**src/rtl/debounce_scan_ctrl_pkg.sv**
```systemverilog
// Shared types and helpers for the round-robin debounce controller.
// The optional edge-pulse outputs are enabled by defining DEB_EVENT_EN.
package debounce_scan_ctrl_pkg;

    typedef enum logic {
        IDLE = 1'b0,
        SCAN = 1'b1
    } state_t;

    localparam int DEF_N_CH       = 4;
    localparam int DEF_TICK_DIV   = 1000;
    localparam int DEF_STABLE_CNT = 8;
    localparam bit DEF_RESET_VAL  = 1'b0;

    // Bits needed to hold values 0..n-1, never less than one bit.
    function automatic int width_for(input int n);
        return (n <= 2) ? 1 : $clog2(n);
    endfunction

endpackage

```
**src/rtl/debounce_scan_ctrl_sync2.sv**
```systemverilog
// Two-flop synchronizer for one raw input bit.
// Reset level is a parameter so it matches the debounced output reset level.
module deb_sync2 #(
    parameter bit RESET_VAL = 1'b0
) (
    input  logic clk,
    input  logic rst,
    input  logic d,
    output logic q
);

    logic meta;

    always_ff @(posedge clk or posedge rst) begin
        if (rst) begin
            meta <= RESET_VAL;
            q    <= RESET_VAL;
        end else begin
            meta <= d;
            q    <= meta;
        end
    end

endmodule

```
**src/rtl/debounce_scan_ctrl.sv**
```systemverilog
// Debounce controller: one shared sample/compare engine visits N_CH channels round-robin.
// Define DEB_EVENT_EN to build the rise_pulse/fall_pulse logic; otherwise both are tied low.
module debounce_scan_ctrl
    import debounce_scan_ctrl_pkg::*;
#(
    parameter int N_CH       = DEF_N_CH,
    parameter int TICK_DIV   = DEF_TICK_DIV,
    parameter int STABLE_CNT = DEF_STABLE_CNT,
    parameter bit RESET_VAL  = DEF_RESET_VAL
) (
    input  logic            clk,
    input  logic            rst,
    input  logic [N_CH-1:0] sig_in,
    output logic [N_CH-1:0] sig_out,
    output logic [N_CH-1:0] rise_pulse,
    output logic [N_CH-1:0] fall_pulse,
    output logic            overrun
);

    localparam int IDX_W   = width_for(N_CH);
    localparam int CNT_W   = width_for(STABLE_CNT + 1);
    localparam int PRESC_W = width_for(TICK_DIV);

    logic [N_CH-1:0] sync;

    for (genvar g = 0; g < N_CH; g++) begin : g_sync
        deb_sync2 #(.RESET_VAL(RESET_VAL)) u_sync (
            .clk (clk),
            .rst (rst),
            .d   (sig_in[g]),
            .q   (sync[g])
        );
    end

    logic [PRESC_W-1:0] presc;
    logic               tick;

    assign tick = (presc == PRESC_W'(TICK_DIV - 1));

    always_ff @(posedge clk or posedge rst) begin
        if (rst) begin
            presc <= '0;
        end else if (tick) begin
            presc <= '0;
        end else begin
            presc <= presc + 1'b1;
        end
    end

    state_t           state, state_nxt;
    logic [IDX_W-1:0] idx, idx_nxt;

    always_ff @(posedge clk or posedge rst) begin
        if (rst) begin
            state <= IDLE;
            idx   <= '0;
        end else begin
            state <= state_nxt;
            idx   <= idx_nxt;
        end
    end

    always_comb begin
        state_nxt = state;
        idx_nxt   = idx;
        case (state)
            IDLE: begin
                if (tick) begin
                    state_nxt = SCAN;
                    idx_nxt   = '0;
                end
            end
            SCAN: begin
                if (idx == IDX_W'(N_CH - 1)) begin
                    state_nxt = IDLE;
                    idx_nxt   = '0;
                end else begin
                    idx_nxt = idx + 1'b1;
                end
            end
            default: begin
                state_nxt = IDLE;
                idx_nxt   = '0;
            end
        endcase
    end

    // Shared engine: only the channel selected by idx is looked at this cycle.
    logic [N_CH-1:0][CNT_W-1:0] cnt;
    logic                       cur_sample;
    logic                       cur_out;
    logic [CNT_W-1:0]           cur_cnt;
    logic                       differ;
    logic                       flip;

    always_comb begin
        cur_sample = sync[idx];
        cur_out    = sig_out[idx];
        cur_cnt    = cnt[idx];
        differ     = (state == SCAN) && (cur_sample != cur_out);
        flip       = differ && (cur_cnt == CNT_W'(STABLE_CNT - 1));
    end

    always_ff @(posedge clk or posedge rst) begin
        if (rst) begin
            sig_out <= {N_CH{RESET_VAL}};
            cnt     <= '0;
        end else if (state == SCAN) begin
            if (!differ) begin
                cnt[idx] <= '0;
            end else if (flip) begin
                cnt[idx]     <= '0;
                sig_out[idx] <= ~cur_out;
            end else begin
                cnt[idx] <= cur_cnt + 1'b1;
            end
        end
    end

    // A tick landing mid-scan is simply ignored by the FSM; remember that it happened.
    always_ff @(posedge clk or posedge rst) begin
        if (rst) begin
            overrun <= 1'b0;
        end else if (tick && (state == SCAN)) begin
            overrun <= 1'b1;
        end
    end

`ifdef DEB_EVENT_EN
    always_ff @(posedge clk or posedge rst) begin
        if (rst) begin
            rise_pulse <= '0;
            fall_pulse <= '0;
        end else begin
            rise_pulse <= '0;
            fall_pulse <= '0;
            if (flip) begin
                if (cur_out == 1'b0) begin
                    rise_pulse[idx] <= 1'b1;
                end else begin
                    fall_pulse[idx] <= 1'b1;
                end
            end
        end
    end
`else
    assign rise_pulse = '0;
    assign fall_pulse = '0;
`endif

endmodule

```
**config.mk**
```make
export PLATFORM = sky130hd
export DESIGN_NAME = debounce_scan_ctrl
export DESIGN_NICKNAME = d
export VERILOG_FILES = /design/src/rtl/debounce_scan_ctrl_pkg.sv /design/src/rtl/debounce_scan_ctrl_sync2.sv /design/src/rtl/debounce_scan_ctrl.sv
export SDC_FILE = /design/constraint.sdc
export NUM_CORES = 1
export LEC_CHECK = 0
export CORE_MARGIN = 2
export CORE_UTILIZATION = 45
export CTS_CLUSTER_DIAMETER = 50
export DETAILED_ROUTE_END_ITERATION = 10
export PLACE_DENSITY = 0.69
export SYNTH_ARGS = -nofsm -noshare
export SYNTH_HDL_FRONTEND = slang
export SYNTH_SLANG_ARGS = --single-unit
```
**constraint.sdc**
```tcl
create_clock -name clk -period 2.9 [get_ports clk]
set_clock_uncertainty 0.2 [all_clocks]
set_input_delay 0.435 -clock clk [delete_from_list [all_inputs] [get_ports clk]]
set_output_delay 0.435 -clock clk [all_outputs]
set_load 0.005 [all_outputs]
```
* Word-level counts from Yosys, hierarchy flattened
Cells that the tools add are included.
** Cells by class
- Add/subtract/negate cells :: 3
- Multiply operators :: 0
- Div/mod/pow operators :: 0
- Order comparisons :: 2
- Equality and inequality tests :: 5
- Shifts and indexed selects :: 0
- Muxes and demuxes :: 21
- Bitwise gates (word level) :: 4
- Reduce and logical (&&, ||, !) cells :: 5
** Operators with widths (number)
- $mux 16 :: 2
- $and 16x16->16 :: 1
- $bwmux 16 :: 1
- $not 16->16 :: 1
- $add 10x1->10 const B :: 1
- $eq 10x10->1 const B :: 1
- $mux 10 :: 1
- $bmux 4 s2 :: 1
- $demux 4 s2 :: 1
- $mux 4 :: 2
- $mux 1 :: 5
- $add 4x1->4 const B :: 1
- $bmux 1 s2 :: 2
- $bwmux 4 :: 1
- $eq 4x3->1 const B :: 1
- $logic_and 1x1->1 :: 4
- $mux 2 :: 2
- $pmux 2 s2 :: 1
- $lt 2x3->1 const B :: 1
- $reduce_and 3->1 :: 1
- $add 2x1->2 const B :: 1
- $demux 1 s2 :: 1
- $eq 2x2->1 const B :: 1
- $ge 2x1->1 const B :: 1
- 4 further kinds :: 5
** Storage, ports and cells
- Register bits :: 42
- Bits in latches :: 0
- RAM bits :: 0
- Bits in read-only memories :: 0
- Input bits :: 6
- Output and inout port bits :: 13
- Word-level logic and storage cells :: 57
- Memories :: 0

* Depth between registers and ports, before layout
Gate-level depths: netlist (run 1).
- Word-level depth :: 8
- Mapped depth :: 8
- Depth with buffers taken out :: 6

* Cells and area by module
Synthesis (run 1) repeated with hierarchy kept, for this count alone.
** Unflattened totals
- Cell total of the unflattened synthesis :: 171
- Area, all modules :: 2021.9 µm²
** Modules (own cells, without submodules)
- debounce_scan_ctrl :: instances 1, cells each 159, area an instance 1806.7 µm²
- deb_sync2 :: instances 4, cells each 3, area an instance 53.8 µm²

* Worst setup path before layout (run 1)
OpenSTA, ideal clock, no wires.
- Path kind :: reg-to-reg
- From :: register idx[1]
- To :: register sig_out[0]
- Library setup time :: 0.128 ns
- Data arrival time :: 2.037 ns
- Setup slack :: 0.535 ns
- Stages on the path, launching flop included :: 8
- Buffers on the path :: 1
- Cells stage by stage :: dfrtp_1 buf_6 mux4_2 ha_1 nand2_1 o22a_1 nor4_1 mux2_1
** Between the ends
- Longest elaborated chain between the ends :: 6
** RTL lines
- from (decl) :: line debounce_scan_ctrl.sv:51 : logic [IDX_W-1:0] idx, idx_nxt;
- from (signal assigned) :: line debounce_scan_ctrl.sv:59 : idx <= idx_nxt;
- branches (longest 6 deep; another with $lt 2x3->1)
- to (signal assigned) :: line debounce_scan_ctrl.sv:106 : sig_out <= {N_CH{RESET_VAL}};
- to (signal, indexed assignment) :: line debounce_scan_ctrl.sv:113 : sig_out[idx] <= ~cur_out;
- to (decl) :: line debounce_scan_ctrl.sv:14 : output logic [N_CH-1:0] sig_out,
Several ways; the timed one is not identified. The select of a mux whose other input is x is not followed.
A chain may end at the register's enable or synchronous reset.

* Final worst setup path (run 1)
- From :: register idx[1]
- To :: register sig_out[2]
The elaborated chain is that of the path after synthesis.

==> results.sh, run 1 <==
export IMPL_min_path_type="reg2reg"
export IMPL_critical_path_max_stage_delay_ns=0.52
export IMPL_clock_input_transition_at_the_sequential_cells_of_the_worst_setup_and_hold_paths_ns=0.07
export IMPL_tightest_slew_ns=0.512
export IMPL_die_width_um=70.7
export IMPL_crit_end_element="flip-flop"
export IMPL_min_path_cells=0
export IMPL_crit_reg2reg_launch="idx[1]"
export IMPL_regArea_sq_um=1050
export IMPL_crit_arrival_ns=2.56
export IMPL_diode_count=0
export IMPL_clock_tree_htree_level_count=2
export IMPL_period_minus_slack_ns=2.58
export IMPL_max_slew_margin_pct=65.9
export IMPL_fp_dieH_um=70.7
export IMPL_io_pins=19
export IMPL_place_hpwl_um=2390
export IMPL_clock_root_buffer="clkbuf_8"
export IMPL_fmax_ghz=0.387
export IMPL_finalCritPeriodShare_pct=89.0
export IMPL_worst_hold_path_endpoint="g_sync[0].u_sync.q"
export IMPL_drt_wl_total_um=3360
export IMPL_crit_slowest_cell="dfrtp_1"
export IMPL_outcome="completed"
export IMPL_crit_path_cell_trace="mux4_2 -> ha_1 -> nand2_1 -> o22a_1 -> nor4_1 -> mux2_1"
export IMPL_tritoncts="yes"
export IMPL_drv_cap=0
export IMPL_avgSynthCellArea_sq_um=11.8
export IMPL_final_cells=235
export IMPL_postCtsResizedCells=0
export IMPL_worstSetupPathType="reg2reg"
export IMPL_remaining_drc_errors=0
export IMPL_unrepaired_setup_endpoints_after_global_routing="false"
export IMPL_final_nets=194
export IMPL_maximum_number_of_pins_on_one_net_before_global_route_repair=43
export IMPL_whs_ns=0.153
export IMPL_r2r_worst_path_cells=6
export IMPL_yosysUniqueCellTypes=30
export IMPL_vias_per_cell=5.29
export IMPL_drt_first_pass_iters=4
export IMPL_ant_nets=0
export IMPL_first_iter_violations=109
export IMPL_num_fill_cells=384
export IMPL_sequential_area_share_after_synthesis_pct=52.5
export IMPL_global_route_wire_length_before_repair_um=5840
export IMPL_grt_total_usage_pct=15.0
export IMPL_worstPathMaxFanout=9
export IMPL_wl_per_cell_um=14.3
export IMPL_cts_root_to_sink_buffers=2
export IMPL_critPathLaunchType="flip-flop"
export IMPL_tritoncts_num_buffers=5
export IMPL_synth_cells=169
export IMPL_min_delay_start="g_sync[0].u_sync.meta"
export IMPL_cts_hold_repair_buffers=0
export IMPL_floorplan_initialDensity_pct=46.3
export IMPL_number_of_hold_slack_violations_in_the_final_timing_report=0
export IMPL_cts_setup_buffers=0
export IMPL_port_buffer_count=10
export IMPL_gr_total_overflow=0
export IMPL_clock_sinks=42
export IMPL_powerDensity_nw_per_um2=454
export IMPL_syn_cell_area_sq_um=2000
export IMPL_worst_endpoint_required_ns=2.87
export IMPL_synth_seq_cells=42
export IMPL_vias=1242
export IMPL_antenna_found_initial=0
export IMPL_yosysWarnings=0
export IMPL_fp_dieArea_sq_um=5000
export IMPL_insertion_delay_ns=0.29
export IMPL_timing_final_max_slew_violations=0
export IMPL_grt_pass1_vias=1227
export IMPL_ir_worst_vdd_v=0.000374
export IMPL_dpl_cell_count=227
export IMPL_design_core_area_sq_um=4320
export IMPL_reg2reg_setup_slack_ns=0.32
export IMPL_postLayoutCoreUtil_pct=50.9
export IMPL_timing_final_setup_violations=0
export IMPL_power_static_leakage_nw=0.971
export IMPL_multi_input_combinational_cell_area_sq_um=861
export IMPL_totalNegativeSetupSlack_ns=0
export IMPL_std_cell_rows=24
export IMPL_gpl_final_weighted_congestion=0.788
export IMPL_total_power_mw=1.00
export IMPL_areaGrowthSynthToFinish_pct=10.0
export IMPL_timing_rr_end="sig_out[2]"
export IMPL_drive_above_1_share_pct=10.9
## how the worst max path moves through the flow
| stage | from | to | slack (ns) | cells past startpoint |
|---|---|---|---|---|
| 2_1_floorplan | idx[1] | sig_out[0] | 0.54 | 7 |
| 3_3_place_gp | idx[1] | sig_out[3] | 0.45 | 6 |
| 3_5_place_dp | idx[1] | sig_out[2] | 0.32 | 6 |
| 4_1_cts | idx[1] | sig_out[2] | 0.28 | 6 |
| 5_1_grt | idx[1] | sig_out[2] | 0.15 | 6 |
| 6_report | idx[1] | sig_out[2] | 0.32 | 6 |
## cells in the mapped netlist
| master | n | area, sq um |
|---|---|---|
| a21o_1 | 1 | 7.51 |
| nand4_1 | 1 | 6.26 |
| buf_4 | 9 | 67.6 |
| mux2_2 | 5 | 56.3 |
| dfrtp_1 | 42 | 1050 |
| nand2b_1 | 2 | 12.5 |
| o22ai_1 | 1 | 6.26 |
| nor2b_1 | 1 | 6.26 |
| and2_1 | 2 | 12.5 |
| o22a_1 | 1 | 8.76 |
| o21ai_0 | 3 | 15.0 |
| conb_1 | 1 | 3.75 |
| mux2_1 | 4 | 45.0 |
| o21bai_4 | 1 | 18.8 |
| mux4_2 | 5 | 113 |
| nor2_1 | 7 | 26.3 |
| buf_6 | 2 | 22.5 |
| xor2_1 | 4 | 35.0 |
| o31ai_1 | 13 | 97.6 |
| and3_1 | 4 | 25.0 |
| nand2_1 | 23 | 86.3 |
| xnor2_1 | 9 | 78.8 |
| nor4_1 | 4 | 25.0 |
| nand3_1 | 4 | 20.0 |
| inv_1 | 5 | 18.8 |
| mux2i_1 | 3 | 30.0 |
| ha_1 | 6 | 75.1 |
| a22o_1 | 1 | 8.76 |
| clkbuf_1 | 2 | 7.51 |
| nor3_1 | 3 | 15.0 |
## layout by cell type (no fill, tap or decap), drive strengths merged, types with 6 or more instances in the layout
cell type and count:
ha 6, nor2 7, clkdlybuf4s50 10, mux2 9
o31ai 13, nand2 23, dfrtp 42, clkbuf 7
conb 8, xnor2 9
## cells by family (layout without fill, tap and decap cells)
family                     Yosys count  after routing  share of synthesized area (%)
other                                1              8                          0.187
DFF                                 42             42                           52.5
adders and majority gates            6              6                           3.75
buffers and inverters               18             25                           5.81
AOI/OAI and AO/OA                   21             21                           8.13
muxes                               17             17                           12.2
and+or+nand+nor                     51             51                           11.7
xor gates and xnor gates            13             13                           5.69
## worst max-delay path: cells and delay by family (launching register included)
kind / cells / cell delay [ns]
AO/OA/AOI/OAI: 1 / 0.28
multiplexers: 2 / 0.84
flip-flops: 1 / 0.52
adder cells (fa/ha/maj): 1 / 0.22
AND/OR/NAND/NOR: 2 / 0.40
## registers in the layout, indices dropped and copies added (netlist names)
| signal | flops |
|---|---|
| sig_out | 4 |
| idx | 2 |
| overrun | 1 |
| presc | 10 |
| g_sync.u_sync.meta | 4 |
| cnt | 16 |
| g_sync.u_sync.q | 4 |
| state | 1 |
## per-stage QoR
stage               instance area, sq um  setup WS, ns
floorplan                           2030         0.535
global placement                    2110         0.449
detailed placement                  2110         0.320
CTS                                 2200         0.285
global route                        2200         0.153
finish                              2200         0.318
## power by group
| group | total (mW) | internal [mW] | switching [mW] |
|---|---|---|---|
| Sequential | 0.593 | 0.591 | 0.00191 |
| Clock | 0.378 | 0.192 | 0.186 |
| Combinational | 0.0296 | 0.0111 | 0.0186 |
| Total | 1.00 | 0.794 | 0.206 |
## layout make-up
| class | instances | area share [%] |
|---|---|---|
| Multi-Input combinational cell | 116 | 39.1 |
| Tap cell | 52 | 2.95 |
| Sequential cell | 42 | 47.7 |
| Inverter | 5 | 0.852 |
| Timing Repair Buffer | 12 | 5.23 |
| Clock buffer | 7 | 3.92 |
| Clock inverter | 1 | 0.227 |
## layer usage
metal	part of all wire, %	vias up	GRT usage [%]
met5	0	-	0
met4	0.68	0	3.98
met3	3.2	3	5.13
met2	49	19	22.8
met1	47	617	20.6
li1	-	603	-
Note: power is estimated with default switching activity, not from simulation.
==> run 2: changes to the inputs <==
--- a/config.mk
+++ b/config.mk
@@ -5,6 +5,7 @@
 export SDC_FILE = /design/constraint.sdc
 export NUM_CORES = 1
 export LEC_CHECK = 0
+export ABC_CLOCK_PERIOD_IN_PS = 2900
 export CORE_MARGIN = 2
 export CORE_UTILIZATION = 45
 export CTS_CLUSTER_DIAMETER = 50
==> results of run 2 <==
The final DEF is identical to that of run 1; final timing and power are the same.
==> run 3: changes to the inputs <==
--- a/config.mk
+++ b/config.mk
@@ -5,7 +5,7 @@
 export SDC_FILE = /design/constraint.sdc
 export NUM_CORES = 1
 export LEC_CHECK = 0
-export ABC_CLOCK_PERIOD_IN_PS = 2900
+export ABC_CLOCK_PERIOD_IN_PS = 2400
 export CORE_MARGIN = 2
 export CORE_UTILIZATION = 45
 export CTS_CLUSTER_DIAMETER = 50
==> constraint.sdc (replaced) <==
create_clock -name clk -period 2.4 [get_ports clk]
set_clock_uncertainty 0.2 [all_clocks]
set_input_delay 0.36 -clock clk [delete_from_list [all_inputs] [get_ports clk]]
set_output_delay 0.36 -clock clk [all_outputs]
set_load 0.005 [all_outputs]
==> run 3 against run 2 <==
Effect of this change: power grew 22%; global-route usage grew 0.69 points; worst setup slack lost 0.23 ns; cell area grew 2.2%; utilization grew 1.1 points; wire length grew 3.7%; non-clock buffer count grew 4; clock power grew 23%; die area is the same; maximum frequency grew 11%; sequential power grew 21%.
==> results.sh, run 3 (synthesis gave the netlist of run 1 again) <==
export IMPL_outcome="completed"
export IMPL_drt_wl_total_um=3480
export IMPL_regMostFlops="cnt"
export IMPL_floorplan_initialDensity_pct=46.3
export IMPL_fp_dieArea_sq_um=5000
export IMPL_place_hpwl_um=2490
export IMPL_clock_input_transition_at_the_sequential_cells_of_the_worst_setup_and_hold_paths_ns=0.08
export IMPL_number_of_hold_slack_violations_in_the_final_timing_report=0
export IMPL_max_ffs_per_register=16
export IMPL_clock_root_buffer="clkbuf_8"
export IMPL_total_switching_power_mw=0.258
export IMPL_drt_first_pass_iters=4
export IMPL_tightest_slew_ns=0.534
export IMPL_std_cell_rows=24
export IMPL_crit_arrival_ns=2.29
export IMPL_areaGrowthSynthToFinish_pct=12.4
export IMPL_power_switching_share_pct=21.2
export IMPL_clock_power_share_pct=38.1
export IMPL_clock_tree_htree_level_count=2
export IMPL_die_width_um=70.7
export IMPL_vias_per_cell=5.36
export IMPL_power_sequential_fraction_pct=58.9
export IMPL_grt_pass1_vias=1322
export IMPL_crit_slowest_cell="dfrtp_1"
export IMPL_layout_top_registers="cnt: 16 flops, presc: 10 flops"
export IMPL_design_core_area_sq_um=4320
export IMPL_crit_end_element="flip-flop"
export IMPL_dpl_cell_count=231
export IMPL_remaining_drc_errors=0
export IMPL_drv_cap=0
export IMPL_period_minus_slack_ns=2.32
export IMPL_cts_setup_buffers=0
export IMPL_worstPathMaxFanout=5
export IMPL_powerDensity_nw_per_um2=541
export IMPL_worst_endpoint_required_ns=2.38
export IMPL_timing_final_max_slew_violations=0
export IMPL_power_static_leakage_nw=0.990
export IMPL_final_cells=239
export IMPL_power_internal_mw=0.958
export IMPL_ir_worst_vdd_v=0.000414
export IMPL_first_iter_violations=84
export IMPL_wl_per_cell_um=14.6
export IMPL_worstSetupPathType="reg2reg"
export IMPL_unrepaired_setup_endpoints_after_global_routing="true"
export IMPL_final_common_cell="dfrtp_1"
export IMPL_gr_total_overflow=0
export IMPL_cts_root_to_sink_buffers=2
export IMPL_timing_final_setup_violations=0
export IMPL_placement_cell_area_sq_um=2140
export IMPL_vias=1280
export IMPL_drive_above_1_share_pct=15.0
export IMPL_finalCritPeriodShare_pct=96.5
export IMPL_highest_count_cells_in_the_layout_ignoring_fill_and_taps="dfrtp_1 (42), nand2_1 (23), o31ai_1 (13)"
export IMPL_critPathLaunchType="flip-flop"
export IMPL_totalNegativeSetupSlack_ns=0
export IMPL_postLayoutCoreUtil_pct=52.0
export IMPL_combPwrFrac_pct=3.0
export IMPL_tritoncts="yes"
export IMPL_ant_nets=0
export IMPL_clock_sinks=42
export IMPL_io_pins=19
export IMPL_fp_dieH_um=70.7
export IMPL_max_slew_margin_pct=64.4
export IMPL_diode_count=0
export IMPL_tritoncts_num_buffers=5
export IMPL_final_nets=198
export IMPL_port_buffer_count=10
export IMPL_crit_path_cell_trace="mux4_2 -> ha_1 -> nand2_1 -> o22a_2 -> nor4_1 -> mux2_1"
export IMPL_min_path_type="reg2reg"
export IMPL_antenna_found_initial=0
export IMPL_fmax_ghz=0.432
export IMPL_maximum_number_of_pins_on_one_net_before_global_route_repair=43
export IMPL_critical_path_max_stage_delay_ns=0.42
export IMPL_whs_ns=0.151
export IMPL_finalInstanceArea_sq_um=2250
export IMPL_insertion_delay_ns=0.29
export IMPL_global_route_wire_length_before_repair_um=6100
export IMPL_gpl_final_weighted_congestion=0.812
export IMPL_grt_total_usage_pct=15.7
==> run 3: path summary, 6_finish.rpt <==
| path | start | endpoint | slack, ns | cells past startpoint |
|---|---|---|---|---|
| worst max-delay path | idx[0] | sig_out[2] | 0.08 | 6 |
| worst min-delay path | g_sync[2].u_sync.meta | g_sync[2].u_sync.q | 0.15 | 0 |
| worst max register to register | idx[0] | sig_out[2] | 0.08 | 6 |
| worst min register to register | g_sync[2].u_sync.meta | g_sync[2].u_sync.q | 0.15 | 0 |
| max in group asynchronous | rst | presc[3] | 1.31 | 3 |
| min in group asynchronous | rst | g_sync[2].u_sync.meta | 0.32 | 3 |
==> run 3: timing repair <==
item / in CTS / in global routing
hold endpoints to repair: 0 / 0
hold buffers: 0 / 0
setup endpoints to repair: 0 / 2
resized for setup: 0 / 3
==> run 3: power groups by stage <==
stage,registers [mW],clock network [mW],logic [mW]
after floorplan,0.730,0,0.0333
after global placement,0.730,0,0.0352
after detailed placement,0.730,0,0.0366
after CTS,0.716,0.483,0.0368
after global routing,0.717,0.521,0.0423
final,0.716,0.464,0.0366
==> run 3: layout make-up <==
type | count | area, sq um
fill | 386 | 2070
sequential | 42 | 1050
multi-input combinational | 116 | 875
timing repair buffer | 16 | 145
clock buffer | 6 | 82.6
tap | 52 | 65.1
inverter | 5 | 18.8
clock inverter | 2 | 12.5
==> run 3: worst max-delay path: cells and delay by family (launching register included) <==
family,cells,cell delay (ns)
and+or+nand+nor,2,0.38
adders and majority gates,1,0.22
muxes,2,0.72
AOI/OAI and AO/OA,1,0.27
DFF,1,0.42
==> run 3: per-stage QoR <==
step	power, mW	worst slack [ns]
CTS	1.24	0.0495
global placement	0.765	0.126
floorplan	0.763	0.0353
global route	1.28	-0.00454
detailed placement	0.767	0.0881
finish	1.22	0.0846
==> run 3: per-layer routing <==
layer  up-vias  wire, um  track usage [%]
met5         -         0                0
met4         0        44             7.13
met3         5        84             3.85
met2        18      1750             25.2
met1       646      1600             20.0
li1        611         -                -
